`src/rtl/tick_channel_scheduler.sv`:
```
// Timer channels driven by the divider tick; their events share one valid/ready
// output, granted round-robin starting after the most recently served channel.
module tick_channel_scheduler #(
    parameter int NUM_CH   = 4,
    parameter int PERIOD_W = 8,
    parameter int CH_W     = $clog2(NUM_CH)
) (
    input  logic                clk_fast,
    input  logic                reset,
    input  logic                tick_in,
    input  logic                cfg_we,
    input  logic [CH_W-1:0]     cfg_ch,
    input  logic [PERIOD_W-1:0] cfg_period,
    input  logic [1:0]          cfg_mode,
    output logic                evt_valid,
    output logic [CH_W-1:0]     evt_ch,
    input  logic                evt_ready,
    output logic [NUM_CH-1:0]   pending,
    output logic [NUM_CH-1:0]   overrun,
    input  logic                clr_overrun
);
    localparam logic [1:0] MODE_STOP     = 2'b00;
    localparam logic [1:0] MODE_PERIODIC = 2'b01;
    localparam logic [1:0] MODE_ONESHOT  = 2'b10;

    typedef enum logic {ARB_IDLE, ARB_PRESENT} arb_state_e;

    logic [PERIOD_W-1:0] cnt_q    [NUM_CH];
    logic [PERIOD_W-1:0] cnt_d    [NUM_CH];
    logic [PERIOD_W-1:0] period_q [NUM_CH];
    logic [PERIOD_W-1:0] period_d [NUM_CH];
    logic [1:0]          mode_q   [NUM_CH];
    logic [1:0]          mode_d   [NUM_CH];

    logic [NUM_CH-1:0] pending_q, pending_d;
    logic [NUM_CH-1:0] overrun_q, overrun_d;
    logic [NUM_CH-1:0] cfg_hit, fire, consume, active;

    logic              run_q;
    arb_state_e        state_q;
    logic              evt_valid_q;
    logic [CH_W-1:0]   evt_ch_q;
    logic [CH_W-1:0]   last_grant_q;
    logic [CH_W-1:0]   sel_ch;
    logic              sel_found;
    logic [CH_W:0]     rr_idx;
    logic              tick_eff;
    logic              handshake;

    // The first cycle after reset release ignores the tick.
    assign tick_eff  = tick_in & run_q;
    assign handshake = (state_q == ARB_PRESENT) & evt_ready;

    always_comb begin
        for (int i = 0; i < NUM_CH; i++) begin
            cnt_d[i]    = cnt_q[i];
            period_d[i] = period_q[i];
            mode_d[i]   = mode_q[i];
            cfg_hit[i]  = cfg_we && (cfg_ch == CH_W'(i));
            consume[i]  = handshake && (evt_ch_q == CH_W'(i));
            active[i]   = ((mode_q[i] == MODE_PERIODIC) || (mode_q[i] == MODE_ONESHOT))
                          && (period_q[i] != '0);
            fire[i]     = 1'b0;

            if (cfg_hit[i]) begin
                cnt_d[i]    = cfg_period;
                period_d[i] = cfg_period;
                mode_d[i]   = cfg_mode;
            end else if (tick_eff && active[i]) begin
                if (cnt_q[i] == PERIOD_W'(1)) begin
                    fire[i] = 1'b1;
                    if (mode_q[i] == MODE_PERIODIC) begin
                        cnt_d[i] = period_q[i];
                    end else begin
                        cnt_d[i]  = '0;
                        mode_d[i] = MODE_STOP;
                    end
                end else if (cnt_q[i] > PERIOD_W'(1)) begin
                    cnt_d[i] = cnt_q[i] - PERIOD_W'(1);
                end
            end

            // A fire that coincides with the consumption of the same channel re-arms it quietly.
            if (cfg_hit[i]) begin
                pending_d[i] = 1'b0;
            end else if (fire[i]) begin
                pending_d[i] = 1'b1;
            end else if (consume[i]) begin
                pending_d[i] = 1'b0;
            end else begin
                pending_d[i] = pending_q[i];
            end

            if (fire[i] && pending_q[i] && !consume[i]) begin
                overrun_d[i] = 1'b1;
            end else if (clr_overrun) begin
                overrun_d[i] = 1'b0;
            end else begin
                overrun_d[i] = overrun_q[i];
            end
        end
    end

    // Scan downward in distance so the nearest pending channel after last_grant wins.
    always_comb begin
        sel_ch    = '0;
        sel_found = 1'b0;
        rr_idx    = '0;
        for (int k = NUM_CH; k >= 1; k--) begin
            rr_idx = {1'b0, last_grant_q} + (CH_W+1)'(k);
            if (rr_idx >= (CH_W+1)'(NUM_CH)) begin
                rr_idx = rr_idx - (CH_W+1)'(NUM_CH);
            end
            if (pending_q[rr_idx[CH_W-1:0]]) begin
                sel_ch    = rr_idx[CH_W-1:0];
                sel_found = 1'b1;
            end
        end
    end

    always_ff @(posedge clk_fast or negedge reset) begin
        if (!reset) begin
            for (int i = 0; i < NUM_CH; i++) begin
                cnt_q[i]    <= '0;
                period_q[i] <= '0;
                mode_q[i]   <= MODE_STOP;
            end
            pending_q <= '0;
            overrun_q <= '0;
            run_q     <= 1'b0;
        end else begin
            for (int i = 0; i < NUM_CH; i++) begin
                cnt_q[i]    <= cnt_d[i];
                period_q[i] <= period_d[i];
                mode_q[i]   <= mode_d[i];
            end
            pending_q <= pending_d;
            overrun_q <= overrun_d;
            run_q     <= 1'b1;
        end
    end

    always_ff @(posedge clk_fast or negedge reset) begin
        if (!reset) begin
            state_q      <= ARB_IDLE;
            evt_valid_q  <= 1'b0;
            evt_ch_q     <= '0;
            last_grant_q <= CH_W'(NUM_CH - 1);
        end else begin
            case (state_q)
                ARB_IDLE: begin
                    if (sel_found) begin
                        evt_ch_q    <= sel_ch;
                        evt_valid_q <= 1'b1;
                        state_q     <= ARB_PRESENT;
                    end
                end
                ARB_PRESENT: begin
                    if (evt_ready) begin
                        evt_valid_q  <= 1'b0;
                        last_grant_q <= evt_ch_q;
                        state_q      <= ARB_IDLE;
                    end
                end
                default: state_q <= ARB_IDLE;
            endcase
        end
    end

    assign evt_valid = evt_valid_q;
    assign evt_ch    = evt_ch_q;
    assign pending   = pending_q;
    assign overrun   = overrun_q;

endmodule

```
`config.mk`:
```
export PLATFORM = sky130hd
export DESIGN_NAME = tick_channel_scheduler
export DESIGN_NICKNAME = d
export VERILOG_FILES = /design/src/rtl/tick_channel_scheduler.sv
export SDC_FILE = /design/constraint.sdc
export NUM_CORES = 1
export LEC_CHECK = 0
export CORE_ASPECT_RATIO = 1.4
export CORE_MARGIN = 5
export CORE_UTILIZATION = 40
export DETAILED_ROUTE_END_ITERATION = 12
export HOLD_SLACK_MARGIN = 0.1
export REMOVE_ABC_BUFFERS = 1
export SLEW_MARGIN = 10
export SYNTH_ARGS = -nofsm -noshare
export SYNTH_HDL_FRONTEND = slang
export SYNTH_SLANG_ARGS = --single-unit
```
`constraint.sdc`:
```
create_clock -name clk_fast -period 2.37 [get_ports clk_fast]
set_input_delay 0.5925 -clock clk_fast [delete_from_list [all_inputs] [get_ports clk_fast]]
set_output_delay 0.5925 -clock clk_fast [all_outputs]
set_load 0.05 [all_outputs]
```
== Yosys cells after proc, flatten, opt, wreduce, memory -nomap -nowiden ==
Cells that the tools add are included.

* Register bits: 87
* Bits of input ports: 18
* Output and inout bits: 11
* Logic and storage cells: 236

* Add/sub/neg operators: 12
* $lt $le $gt $ge: 12
* Equality and inequality tests: 24
* Multiplexer cells: 91
* Bitwise gates (word level): 3
* Reductions and logical operators: 69

{| class="wikitable"
|+ Operators by type and width
! kind !! count
|-
| $mux W8 || 20
|-
| $mux W2 || 24
|-
| $mux W1 || 41
|-
| $eq A8 B1 Y1 const B || 4
|-
| $gt A8 B1 Y1 const B || 4
|-
| $reduce_bool A8 Y1 || 4
|-
| $sub A8 B1 Y8 const B || 4
|-
| $logic_and A1 B1 Y1 || 24
|-
| $reduce_bool A2 Y1 || 12
|-
| $reduce_bool A3 Y1 || 8
|-
| $eq A2 B2 Y1 const B || 8
|-
| $reduce_and A2 Y1 || 7
|-
| $eq A2 B1 Y1 const B || 6
|-
| $ge A3 B3 Y1 const B || 4
|-
| $lt A2 B3 Y1 const B || 4
|-
| $ne A2 B2 Y1 const B || 6
|-
| $reduce_and A3 Y1 || 4
|-
| $bmux W1 S2 || 4
|-
| $sub A2 B1 Y2 const B || 4
|-
| $add A2 B2 Y3 const B || 2
|-
| $logic_not A1 Y1 || 4
|-
| $logic_not A2 Y1 || 2
|-
| $logic_or A1 B1 Y1 || 4
|-
| $pmux W1 S2 || 2
|-
| 4 further kinds || 5
|}

== Longest topological paths before layout ==
Gate-level depths: netlist of the first run.

* Depth after elaboration: 11
* Depth in mapped cells: 8
* Depth with buffers taken out: 7

== Least setup slack after synthesis of the first run ==
OpenSTA, ideal clock, no wires.

* Kind: register to register
* Start: register cnt_q[28] (netlist name)
* End: register cnt_q[24] (netlist name)
* Library setup time: 0.080 ns
* Arrival: 2.068 ns
* Required time: 2.290 ns
* Path slack: 0.222 ns
* Cell stages (with the launch flop): 6
* Buffers on the path: 1
* Period minus slack after synthesis: 2.148 ns
* Cell sequence: dfrtp_1 or4_4 or4b_4 buf_6 a211o_1 o211ai_2

* Longest elaborated chain between the ends: 4
* Elaborated cells between the ends (all ways): 7
* Those cells by class: order compare (1); eq/ne (1); mux (3); reduce/logical (2)

{| class="wikitable"
|+ Ends and longest elaborated chain
! item !! line !! text
|-
| from (decl) || 28 || <nowiki>logic [PERIOD_W-1:0] cnt_q [NUM_CH];</nowiki>
|-
| from (signal, indexed assignment) || 133 || <nowiki>cnt_q[i] <= cnt_d[i];</nowiki>
|-
| parallel branches: the longest is 4 deep, another holds $gt A8 B1 Y1 || n/a ||
|}

Parallel ways; which one is timed is not known. The select of a mux whose other input is x is not followed.
A chain may end at the register's enable or synchronous reset.

== Worst setup path in the final report of the first run ==
* Start: register cnt_q[1] (netlist name)
* End: register cnt_q[5] (netlist name)

* Longest elaborated chain between the ends: 5
* Elaborated cells between the ends (all ways): 9
* Those cells by class: add/sub (1); order compare (1); eq/ne (1); mux (4); reduce/logical (2)

{| class="wikitable"
|+ Ends and longest elaborated chain
! item !! line !! text
|-
| $sub A8 B1 Y8 || 79 || <nowiki>cnt_d[i] = cnt_q[i] - PERIOD_W'(1);</nowiki>
|-
| $mux W8 || 78 || <nowiki>end else if (cnt_q[i] > PERIOD_W'(1)) begin</nowiki>
|-
| $mux W8 || 70 || <nowiki>if (cnt_q[i] == PERIOD_W'(1)) begin</nowiki>
|-
| $mux W8 || 69 || <nowiki>end else if (tick_eff && active[i]) begin</nowiki>
|-
| $mux W8 || 65 || <nowiki>if (cfg_hit[i]) begin</nowiki>
|}

Parallel ways exist; a longest one is shown, timed or not. The select of a mux whose other input is x is not followed.

==> impl_metrics.py, run 1 <==
metrics = {
    "outcome": {
        "outcome": "completed",
    },
    "grt": {
        "grt_usage_pct": 18.35,
        "grt_overflow": 0,
        "antenna_found_initial": 0,
        "grt_pass1_wl_mm": 20.78,
        "grt_max_degree": 47,
        "grt_pass1_vias": 4192,
    },
    "floorplanning": {
        "start_util_pct": 40.48,
        "pin_count": 29,
        "coreArea_mm2": 0.01170,
        "dieArea_mm2": 0.01415,
        "rows": 47,
        "die_w_um": 102.0,
        "die-height_um": 138.8,
    },
    "timing": {
        "rsz0062_at_grt": "false",
        "worstMarginPinSlew_ps": 633.3,
        "finClkSkew_ps": 8.052,
        "relSlewSlack_pct": 57.39,
        "period_share_pct": 95.92,
        "final_hold_viol_count": 0,
        "holdWs_ps": 105.3,
        "fin_crit_ps": 2273,
        "setup_viol": 0,
        "fmax_mhz": 439.9,
        "drv_slew": 0,
    },
    "final_layout": {
        "diodes": 0,
        "final_cell_mix": "139 x nand2_1, 85 x dfrtp_1, 30 x nor2_1, 30 x o21ai_0, 28 x a21oi_1",
        "layout-area-overhead-vs-synth_pct": 18.62,
        "final_common_cell": "nand2_1",
        "nets": 614,
        "finish.utilization_pct": 48.02,
        "drive_gt1_share_pct": 9.508,
    },
    "pwr": {
        "seq_power_share_pct": 40.3,
        "combPwrFrac_pct": 33.3,
        "ir_worst_vdd_mv": 0.4453,
        "p_int_w": 0.003778,
        "p_sw_w": 0.002178,
        "power_density_mw_per_mm2": 1060,
        "p_leak_nw": 2.497,
        "power_frac_clock_pct": 26.5,
        "p_sw_share_pct": 36.56,
    },
    "synthesis": {
        "syn_inst": 544,
        "synth.cell_area_mm2": 0.004737,
        "synthMuxAreaShare_pct": 1.057,
        "avgSynthCellArea_um2": 8.708,
        "synth_compound_area_share_pct": 19.36,
        "yosysWarnings": 0,
        "synth_fa_ha_area_share_pct": 3.170,
        "synth_top_family_by_area": "simple AND/OR/NAND/NOR gates",
        "async_flop_share_pct": 100.0,
        "synth_cell_type_count": 61,
        "synth-xor-area-share_pct": 2.773,
        "synth-main-ff-cell": "dfrtp_1",
        "synth_edf_count": 0,
        "ys_ff_latch": 87,
        "seq_area_frac_synth_pct": 46.01,
        "synth-simple-area-share_pct": 23.53,
    },
    "worst_setup_path": {
        "arrival_ps": 2500,
        "critPathKind": "reg -> reg",
        "rr_endpoint": "cnt_q[5]$_DFFE_PN0P_",
        "path_max_fanout": 8,
        "rrSetupSlack_ps": 100,
        "critPathLaunchType": "flop",
        "endpoint_kind": "flop",
        "cp.required_ps": 2600,
        "r2r_cells": 7,
        "reg2reg_from": "cnt_q[1]$_DFFE_PN0P_",
    },
    "route": {
        "drtIter0Drc": 214,
        "ant_nets": 0,
        "route.vias.total": 4186,
        "wl_mm": 12.45,
        "vias_per_cell": 5.688,
        "routedWlPerCell_um": 16.91,
        "drc": 0,
        "firstDrtPassIters": 4,
    },
    "hold_path": {
        "min_path_type": "in -> async",
    },
    "clock_tree": {
        "clock_latency_ps": 340,
        "path_clk_slew_ps": 70,
        "clock-sinks": 87,
        "htreeDepth": 3,
        "cts_root_buf": "clkbuf_16",
        "cts_tree": "built",
        "cts_resized": 0,
        "hold_buffers": 0,
        "numCtsBuffers": 9,
        "post_cts_buffers": 0,
        "ctsLongestPathBuffers": 2,
    },
    "placed_design": {
        "place_congestion": 0.8871,
        "io_buffers": 28,
        "dp_hpwl_mm": 8.938,
    },
    "run": {
        "drv_cap": 0,
    },
}
==> area by class of cell <==
class | count | area, um^2
tap | 147 | 183.9
fill | 1112 | 6083
sequential | 87 | 2180
timing repair buffer | 52 | 470.5
clock buffer | 10 | 239.0
multi-input combinational | 414 | 2381
clock inverter | 6 | 90.09
inverter | 20 | 75.07
==> worst max path at each step <==
stage	from	to	slack (ps)	depth (start not counted)
after global placement	tick_in	cnt_q[28]$_DFFE_PN0P_	-40	6
final	cnt_q[1]$_DFFE_PN0P_	cnt_q[5]$_DFFE_PN0P_	100	7
after floorplan	cnt_q[19]$_DFFE_PN0P_	mode_q[4]$_DFFE_PN0P_	-40	5
after global routing	cnt_q[1]$_DFFE_PN0P_	cnt_q[6]$_DFFE_PN0P_	20	8
after detailed placement	tick_in	cnt_q[26]$_DFFE_PN0P_	-60	7
after CTS	cnt_q[1]$_DFFE_PN0P_	cnt_q[5]$_DFFE_PN0P_	40	7
==> stage by stage <==
stage	worst slack, ps	total power, W	setup TNS (ps)	area (um^2)	cells
2_1_floorplan	-43.83	0.003721	-140.2	4622	521
3_3_place_gp	-38.53	0.004325	-86.06	5281	720
3_5_place_dp	-56.31	0.004381	-231.9	5281	720
4_1_cts	39.08	0.005991	0	5610	736
5_1_grt	22.21	0.006362	0	5619	736
6_report	96.63	0.005956	0	5619	736
==> kinds of logic (layout without fill, tap and decap cells) <==
group	Yosys count	in the layout
multiplexers	5	5
buffers and inverters	43	88
AND/OR/NAND/NOR	245	245
other	1	1
adder cells (fa/ha/maj)	12	12
flip-flops	87	87
XOR/XNOR	15	15
AO/OA/AOI/OAI	136	136
==> cell usage after synthesis, types with 4 or more instances <==
library cell	count	area, um^2
a211o_1	4	35.03
a211oi_1	6	45.04
a21oi_1	29	145.1
a22oi_1	5	37.54
a31oi_1	6	37.54
and3_1	4	25.02
clkbuf_1	17	63.81
dfrtp_1	85	2127
ha_1	12	150.1
inv_1	20	75.07
mux2i_1	5	50.05
nand2_1	139	521.8
nand3_1	20	100.1
nor2_1	30	112.6
nor2b_1	4	25.02
nor3_1	8	40.04
nor3b_1	4	30.03
nor4_1	12	75.07
o21a_1	5	37.54
o21ai_0	30	150.1
o31ai_1	14	105.1
or4_1	5	37.54
xnor2_1	8	70.07
xor2_1	7	61.31
==> flip-flops by register name, summed over array words and instances (netlist names) <==
name / cells
period_q: 32
last_grant_q: 2
evt_valid: 1
run_q: 1
pending: 4
mode_q: 8
evt_ch: 2
overrun: 4
cnt_q: 32
state_q: 1
==> power groups by stage <==
stage / combinational (W) / clock [W] / sequential (W)
after floorplan: 0.00133 / 0 / 0.00239
after global placement: 0.00193 / 0 / 0.00239
after detailed placement: 0.00197 / 0 / 0.00241
after CTS: 0.00199 / 0.00161 / 0.00239
after global routing: 0.00222 / 0.00168 / 0.00246
final: 0.00198 / 0.00158 / 0.00240
==> per-layer routing <==
layer	track usage [%]	vias up	routed length (um)
li1	-	2025	-
met1	23.81	2042	5478
met2	30.18	96	6199
met3	3.624	23	477
met4	6.358	0	293
met5	0	-	0
==> critical path: stages, from the launching register on <==
cell      delay, ps
dfrtp_1         420
inv_1            90
ha_1            180
or3b_2          470
or4_1           490
nand3_2         180
a211oi_1         60
a221o_1         270
No activity file was read; power rests on OpenSTA's default activity.
==> inputs of run 2 (changes only) <==
--- a/config.mk
+++ b/config.mk
@@ -5,11 +5,13 @@
 export SDC_FILE = /design/constraint.sdc
 export NUM_CORES = 1
 export LEC_CHECK = 0
+export CAP_MARGIN = 15
 export CORE_ASPECT_RATIO = 1.4
 export CORE_MARGIN = 5
 export CORE_UTILIZATION = 40
 export DETAILED_ROUTE_END_ITERATION = 12
 export HOLD_SLACK_MARGIN = 0.1
+export RECOVER_POWER = 50
 export REMOVE_ABC_BUFFERS = 1
 export SLEW_MARGIN = 10
 export SYNTH_ARGS = -nofsm -noshare
==> constraint.sdc (replaced) <==
create_clock -name clk_fast -period 2.41 [get_ports clk_fast]
set_input_delay 0.6025 -clock clk_fast [delete_from_list [all_inputs] [get_ports clk_fast]]
set_output_delay 0.6025 -clock clk_fast [all_outputs]
set_load 0.05 [all_outputs]
==> run 2 against run 1 <==
- the run now ends with capacitance limit, slew limit left
- cell count up 0.14%
- via count grew 0.98%
- combinational power decreased by 3%
- critical path depth did not move
- critical endpoint is now cnt_q[2]$_DFFE_PN0P_
- largest power group unchanged
==> impl_metrics.py, run 2 (synthesis results as in run 1) <==
metrics = {
    "pwr": {
        "power_density_mw_per_mm2": 1032,
        "p_leak_nw": 2.492,
        "power.total_w": 0.005785,
        "p_sw_w": 0.002087,
        "seq_power_share_pct": 40.8,
        "p_int_w": 0.003698,
        "combPwrFrac_pct": 33.4,
        "p_sw_share_pct": 36.07,
        "ir_worst_vdd_mv": 0.4312,
        "power_frac_clock_pct": 25.8,
    },
    "worst_setup_path": {
        "critPathLaunchType": "flop",
        "cp.required_ps": 2630,
        "path_max_fanout": 6,
        "endpoint_kind": "flop",
        "arrival_ps": 2560,
        "critPathKind": "reg -> reg",
    },
    "clock_tree": {
        "clock_latency_ps": 330,
        "numCtsBuffers": 9,
        "cts_resized": 0,
        "cts_tree": "built",
        "htreeDepth": 3,
        "path_clk_slew_ps": 60,
        "ctsLongestPathBuffers": 2,
        "clock-sinks": 87,
        "post_cts_buffers": 0,
        "cts_root_buf": "clkbuf_16",
        "hold_buffers": 0,
    },
    "grt": {
        "antenna_found_initial": 0,
        "grt_usage_pct": 18.63,
        "grt_overflow": 0,
        "grt_pass1_vias": 4241,
        "grt_max_degree": 42,
        "grt_pass1_wl_mm": 21.07,
    },
    "timing": {
        "setup_tns_ps": 0,
        "fin_crit_ps": 2337,
        "final_hold_viol_count": 0,
        "relSlewSlack_pct": -14.41,
        "rsz0062_at_grt": "true",
        "finClkSkew_ps": 4.837,
        "layout_setup_ws_ps": 73.45,
        "period_share_pct": 96.95,
        "worstMarginPinSlew_ps": 1716,
        "setup_viol": 0,
        "drv_slew": 29,
        "fmax_mhz": 428.0,
    },
    "final_layout": {
        "top_regs": "cnt_q (32), period_q (32), mode_q (8)",
        "final_common_cell": "nand2_1",
        "final_cell_mix": "139 x nand2_1, 85 x dfrtp_1, 30 x nor2_1, 30 x o21ai_0, 29 x a21oi_1",
        "drive_gt1_share_pct": 8.983,
        "diodes": 0,
        "layout-area-overhead-vs-synth_pct": 18.36,
        "nets": 615,
    },
    "route": {
        "drc": 0,
        "ant_nets": 0,
        "firstDrtPassIters": 7,
        "wl_mm": 12.37,
        "route.vias.total": 4227,
        "drtIter0Drc": 162,
        "routedWlPerCell_um": 16.78,
        "vias_per_cell": 5.735,
    },
    "floorplanning": {
        "start_util_pct": 40.48,
        "dieArea_mm2": 0.01415,
        "rows": 47,
        "pin_count": 29,
        "die-height_um": 138.8,
        "coreArea_mm2": 0.01170,
        "die_w_um": 102.0,
    },
    "hold_path": {
        "min_path_type": "reg -> reg",
    },
    "run": {
        "drv_cap": 1,
    },
    "placed_design": {
        "place_congestion": 0.9160,
        "dp_slack_ps": -38.82,
        "dp_hpwl_mm": 9.117,
        "io_buffers": 28,
    },
    "outcome": {
        "violations": "capacitance limit, slew limit",
        "outcome": "complete, but fails checks",
    },
}
[run 2: changes by cell type in the layout (fill, tap and decap cells not counted), sizes merged]
cell           change
clkbuf             +2
clkinv             +1
inv                -2
dlygate4sd3        +1
clkdlybuf4s50      -1
[run 2: worst paths after layout]
| kind | from | to | slack, ps | depth (start not counted) |
|---|---|---|---|---|
| setup / recovery | cnt_q[1]$_DFFE_PN0P_ | cnt_q[2]$_DFFE_PN0P_ | 70 | 7 |
| hold / removal | evt_valid$_DFFE_PN0P_ | evt_valid$_DFFE_PN0P_ | 490 | 1 |
| setup reg to reg | cnt_q[1]$_DFFE_PN0P_ | cnt_q[2]$_DFFE_PN0P_ | 70 | 7 |
| hold reg to reg | evt_valid$_DFFE_PN0P_ | evt_valid$_DFFE_PN0P_ | 490 | 1 |
| max in group asynchronous | reset | cnt_q[10]$_DFFE_PN0P_ | 420 | 2 |
| min in group asynchronous | reset | cnt_q[7]$_DFFE_PN0P_ | 700 | 1 |
[run 2: layout make-up]
class / instances / area (um^2)
multi-input combinational: 414 / 2372
clock inverter: 5 / 81.33
clock buffer: 11 / 242.7
inverter: 20 / 75.07
timing repair buffer: 53 / 471.7
tap: 147 / 183.9
fill: 1122 / 6096
sequential: 87 / 2180
[run 2: metal layers]
layer | GRT usage (%) | part of all wire, % | vias to the layer above
met5 | 0 | 0 | -
met4 | 7.533 | 3.4 | 0
met3 | 3.271 | 3.6 | 32
met2 | 30.70 | 49 | 90
met1 | 23.92 | 44 | 2078
li1 | - | - | 2027
[run 2: power groups by stage]
stage	logic (W)	registers, W	clock network [W]
after floorplan	0.00131	0.00235	0
after global placement	0.00188	0.00236	0
after detailed placement	0.00193	0.00237	0
after CTS	0.00194	0.00235	0.00153
after global routing	0.00218	0.00243	0.00160
final	0.00193	0.00236	0.00150
[run 2: metrics by stage]
| stage | instance area, um^2 | hold slack (ps) | util [%] | std cells |
|---|---|---|---|---|
| after floorplan | 4622 | 306.9 | - | 521 |
| after global placement | 5289 | 478.7 | 45.19 | 721 |
| after detailed placement | 5289 | 486.1 | 45.19 | 721 |
| after CTS | 5613 | 201.9 | 47.96 | 737 |
| after global routing | 5607 | 517.7 | 47.91 | 737 |
| final | 5607 | 491.3 | 47.91 | 737 |
[run 2: worst max-delay path, cell delays in order (launching register included)]
cell and delay [ps]:
dfrtp_1 410, inv_1 90, ha_1 180, or3b_2 490
or4_1 450, nand3_1 240, a211oi_1 80, a221o_1 280
==> RTL change 1 (flow settings as in run 1) <==
Add an input register stage for `cfg_mode`; this delays it by one clock. The other inputs are not delayed to match.
--- a/src/rtl/tick_channel_scheduler.sv
+++ b/src/rtl/tick_channel_scheduler.sv
@@ -26,2 +26,8 @@
     typedef enum logic {ARB_IDLE, ARB_PRESENT} arb_state_e;
+
+    logic [1:0] cfg_mode_q;
+
+    always_ff @(posedge clk_fast) begin
+        cfg_mode_q <= cfg_mode;
+    end
 
@@ -67,3 +73,3 @@
                 period_d[i] = cfg_period;
-                mode_d[i]   = cfg_mode;
+                mode_d[i]   = cfg_mode_q;
             end else if (tick_eff && active[i]) begin
Formal check against the unedited RTL: not equivalent (a bounded check fails within 4 cycles, from zero or initial values and one cycle with reset low).
==> RTL change 1 against run 1 <==
- cell area is 2.7% higher
- critical path depth is 6 lower
- area after synthesis is 2.3% higher
- final cell count is 1.8% higher
- global-route usage is 0.52 points higher
- wire length is 2.6% higher
- sequential cell count is 2 higher
- setup slack better by 14 ps
- total power is 0.34% higher
- synthesized cell count is 1.8% higher
- clock skew is 0.97 ps lower
- sequential share of layout area is 0.32 points lower
- critical path type is now reg2out
==> RTL change 1: results (changes against run 1) <==
| Metric | Value |
|---|---|
| Post-synthesis xor/xnor area fraction | 2.350% (-0.42 points) |
| Mux contribution to synthesized area | 2.117% (+1.1 points) |
| Nonclk buf count | 57 (+9.6%) |
| GRT Util Overall | 18.87% (+0.52 points) |
| Max Clock Skew | 7.077 ps (-0.9744 ps) |
| Cell family with most CP delay | buffers and inverters |
| Seq Cell Count | 89 (+2.3%) |
| Pint | 0.003815 W (+0.97%) |
| CP max stage delay | 860 ps (+370 ps) |
| Worst reg2reg endpoint | cnt_q[16]$_DFFE_PN0P_ |
| Worst r2r src | cnt_q[20]$_DFFE_PN0P_ |
| Static leakage | 2.502 nW (+0.20%) |
| Worst path slowest cell | clkdlybuf4s50_1 |
| Fraction of area in multi-input gates | 42.52% (+0.15 points) |
| Crit path to | pending[3] |
| Logic pwr share | 32.8% (-0.5 points) |
| Clock share of power | 25.8% (-0.7 points) |
| Reg2Reg Depth | 6 (-1) |
| Signal inverters | 19 (-5.0%) |
| Dpl cells | 733 (+1.8%) |
| Nets@finish | 627 (+2.1%) |
| Vias in the first global route | 4272 (+1.9%) |
| Number of clock buffers in the layout | 11 (+1) |
| Status | completed |
| Maximum VDD drop | 0.3440 mV (-23%) |
| Relative slew slack | 62.39% (+5.0 points) |
| Placer Congestion | 0.8535 (-3.8%) |
| First-pass GRT wire length | 21430 um (+3.1%) |
| Largest net degree at the start of global routing | 45 (-4.3%) |
| Routed WL per cell | 17.05 um (+0.78%) |
| CP Max Fanout | 7 (-1) |
| Multi-input comb cells | 421 (+1.7%) |
## RTL change 1: cell types whose count changed after synthesis, sizes merged, moves of 3 or more
cell	run 1	this run
o21ai	31	38
a21oi	29	15
nand4	0	4
nor3b	4	9
nand2	139	150
buf	5	2
mux2i	5	8
clkbuf	18	23
or3	3	0
nand2b	3	0
a311oi	3	6
xor2	7	4
## RTL change 1: metrics by stage
step / total power, W / area (um2) / setup WS, ps / utilization (%)
finish: 0.005976 / 5771 / 111.0 / 48.58
global route: 0.006424 / 5771 / 52.17 / 48.58
CTS: 0.006029 / 5771 / 92.20 / 48.58
detailed placement: 0.004458 / 5449 / -84.20 / 45.87
global placement: 0.004401 / 5449 / -36.69 / 45.87
floorplan: 0.003821 / 4745 / 443.5 / -
## RTL change 1: per-layer routing
layer  global-route usage, %  share of wire, %
met5                       0                 0
met4                   10.16               4.4
met3                   2.687               3.3
met2                   29.59                50
met1                   24.80                43
==> RTL change 2 (settings of run 1) <==
Made on the original files. Set the parameter `NUM_CH` to 8 (it was 4).
--- a/src/rtl/tick_channel_scheduler.sv
+++ b/src/rtl/tick_channel_scheduler.sv
@@ -3,3 +3,3 @@
 module tick_channel_scheduler #(
-    parameter int NUM_CH   = 4,
+    parameter int NUM_CH   = 8,
     parameter int PERIOD_W = 8,
Interface: changed (resized cfg_ch, evt_ch, overrun and pending); port bits go from 29 to 39. The function was not compared with the original's and may differ.
==> RTL change 2 against run 1 <==
- the flow now finishes with violations (setup timing)
- utilization up 2.1 points
- setup slack worse by 330 ps
- clock skew up 2.2 ps
- sequential cell count up 82
- total power up 110%
- die area up 95%
- cell area up 110%
- non-clock buffer count up 115
- area after synthesis up 110%
- wire length up 130%
- critical path type unchanged
- largest cell class unchanged
- largest power group is now combinational cells
==> RTL change 2: results (changes against run 1) <==
| Metric | Value |
|---|---|
| CP Max Fanout | 6 (-2) |
| Met3 usage | 3.245% (-0.38 points) |
| Metal-1 WL | 12140 um (+120%) |
| Fin Hold WS | 137.9 ps (+32.63 ps) |
| Netlist cell types | 72 (+18%) |
| Nets@finish | 1309 (+110%) |
| Synth Area in Adders | 3.343% (+0.17 points) |
| Routed WL per cell | 17.87 um (+5.7%) |
| Ys Warns | 0 (unchanged) |
| DRC marker count from the first detailed-route iteration | 503 (+140%) |
| Largest net degree at the start of global routing | 60 (+28%) |
| Worst slew pin tran | 657.4 ps (+24.16 ps) |
| First-pass GRT wire length | 46680 um (+120%) |
| Vias in the first global route | 8945 (+110%) |
| Post-synthesis xor/xnor area fraction | 0.6300% (-2.1 points) |
| Met2 WL | 14130 um (+130%) |
| Grt met2 use | 35.72% (+5.5 points) |
| Dpl cells | 1546 (+110%) |
| Final wirelength | 28370 um (+130%) |
| GRT Util Overall | 21.14% (+2.8 points) |
| Maximum VDD drop | 0.5156 mV (+16%) |
| Placer Congestion | 0.8993 (+1.4%) |
| Static leakage | 5.336 nW (+110%) |
| Critical Path Start | last_grant_q[0]$_DFFE_PN1P_ |
| Mux contribution to synthesized area | 3.844% (+2.8 points) |
| Commonest cells post-synth | 271 x nand2_1, 166 x dfrtp_1, 91 x a21oi_1, 91 x o21ai_0, 54 x nor2_1 |
| CTS Buf Count | 17 (+8) |
| Worst path slowest cell | dfstp_2 |
| Setup TNS | -1110 ps (-1110 ps) |
| Compound-gate portion of the synthesized area | 22.72% (+3.4 points) |
| Sw frac | 38.23% (+1.7 points) |
| Detailed Routing Iterations Pass 1 | 5 (+1) |
| Max Clock Skew | 10.25 ps (+2.196 ps) |
| Setup WS post-layout | -237.9 ps (-334.5 ps) |
| Synth top area cells | dfrtp_1 43%, nand2_1 10%, a21oi_1 4.7% |
| Status | finished with violations |
| Failing checks | setup timing |
| Clk Latency, worst-skew pair | 440 ps (+100 ps) |
| # fillers | 2328 (+110%) |
| Detail Placement HPWL | 20230 um (+130%) |
| Ratio of cells with drive above 1 in the final layout | 17.07% (+7.6 points) |
| Mapped Cells | 1144 (+110%) |
| H-Tree Depth | 4 (+1) |
| Crit path to | evt_ch[1]$_DFFE_PN0P_ |
| Reg2Reg Depth | 10 (+3) |
| Cell family with most CP delay | compound AO/OA/AOI/OAI gates |
| Metal3 WL | 1190 um (+150%) |
| Endpoints failing setup | 5 (+5) |
| Sequential area share after synthesis | 43.49% (-2.5 points) |
| DP Area | 11210 um2 (+110%) |
| Largest regs | cnt_q (64), period_q (64), mode_q (16) |
| Pre-CTS WS | -388.0 ps (-331.7 ps) |
| Met1 GRT Util | 26.98% (+3.2 points) |
| WP data arrival | 2910 ps (+410 ps) |
-- RTL change 2: cell type report --
class                           instances  area (um2)  share of cell area (%)
Clock buffer                           20       466.7                   3.887
Timing Repair Buffer                  167        1458                   12.14
Tap cell                              310       387.9                   3.230
Sequential cell                       169        4233                   35.25
Clock inverter                         12       141.4                   1.177
Inverter                               46       172.7                   1.438
Multi-Input combinational cell        863        5149                   42.88
-- RTL change 2: power by group through the flow --
| stage | registers [W] | logic (W) | clock network (W) |
|---|---|---|---|
| after global placement | 0.00474 | 0.00461 | 0 |
| after detailed placement | 0.00475 | 0.00467 | 0 |
| after floorplan | 0.00471 | 0.00292 | 0 |
| after CTS | 0.00473 | 0.00492 | 0.00293 |
| final | 0.00475 | 0.00496 | 0.00286 |
| after global routing | 0.00489 | 0.00554 | 0.00302 |
-- RTL change 2: repair_timing --
action | CTS | global route
pin swaps | 9 | 4
setup buffers | 8 | 1
endpoints found under the setup margin | 15 | 17
gates resized for setup | 36 | 6
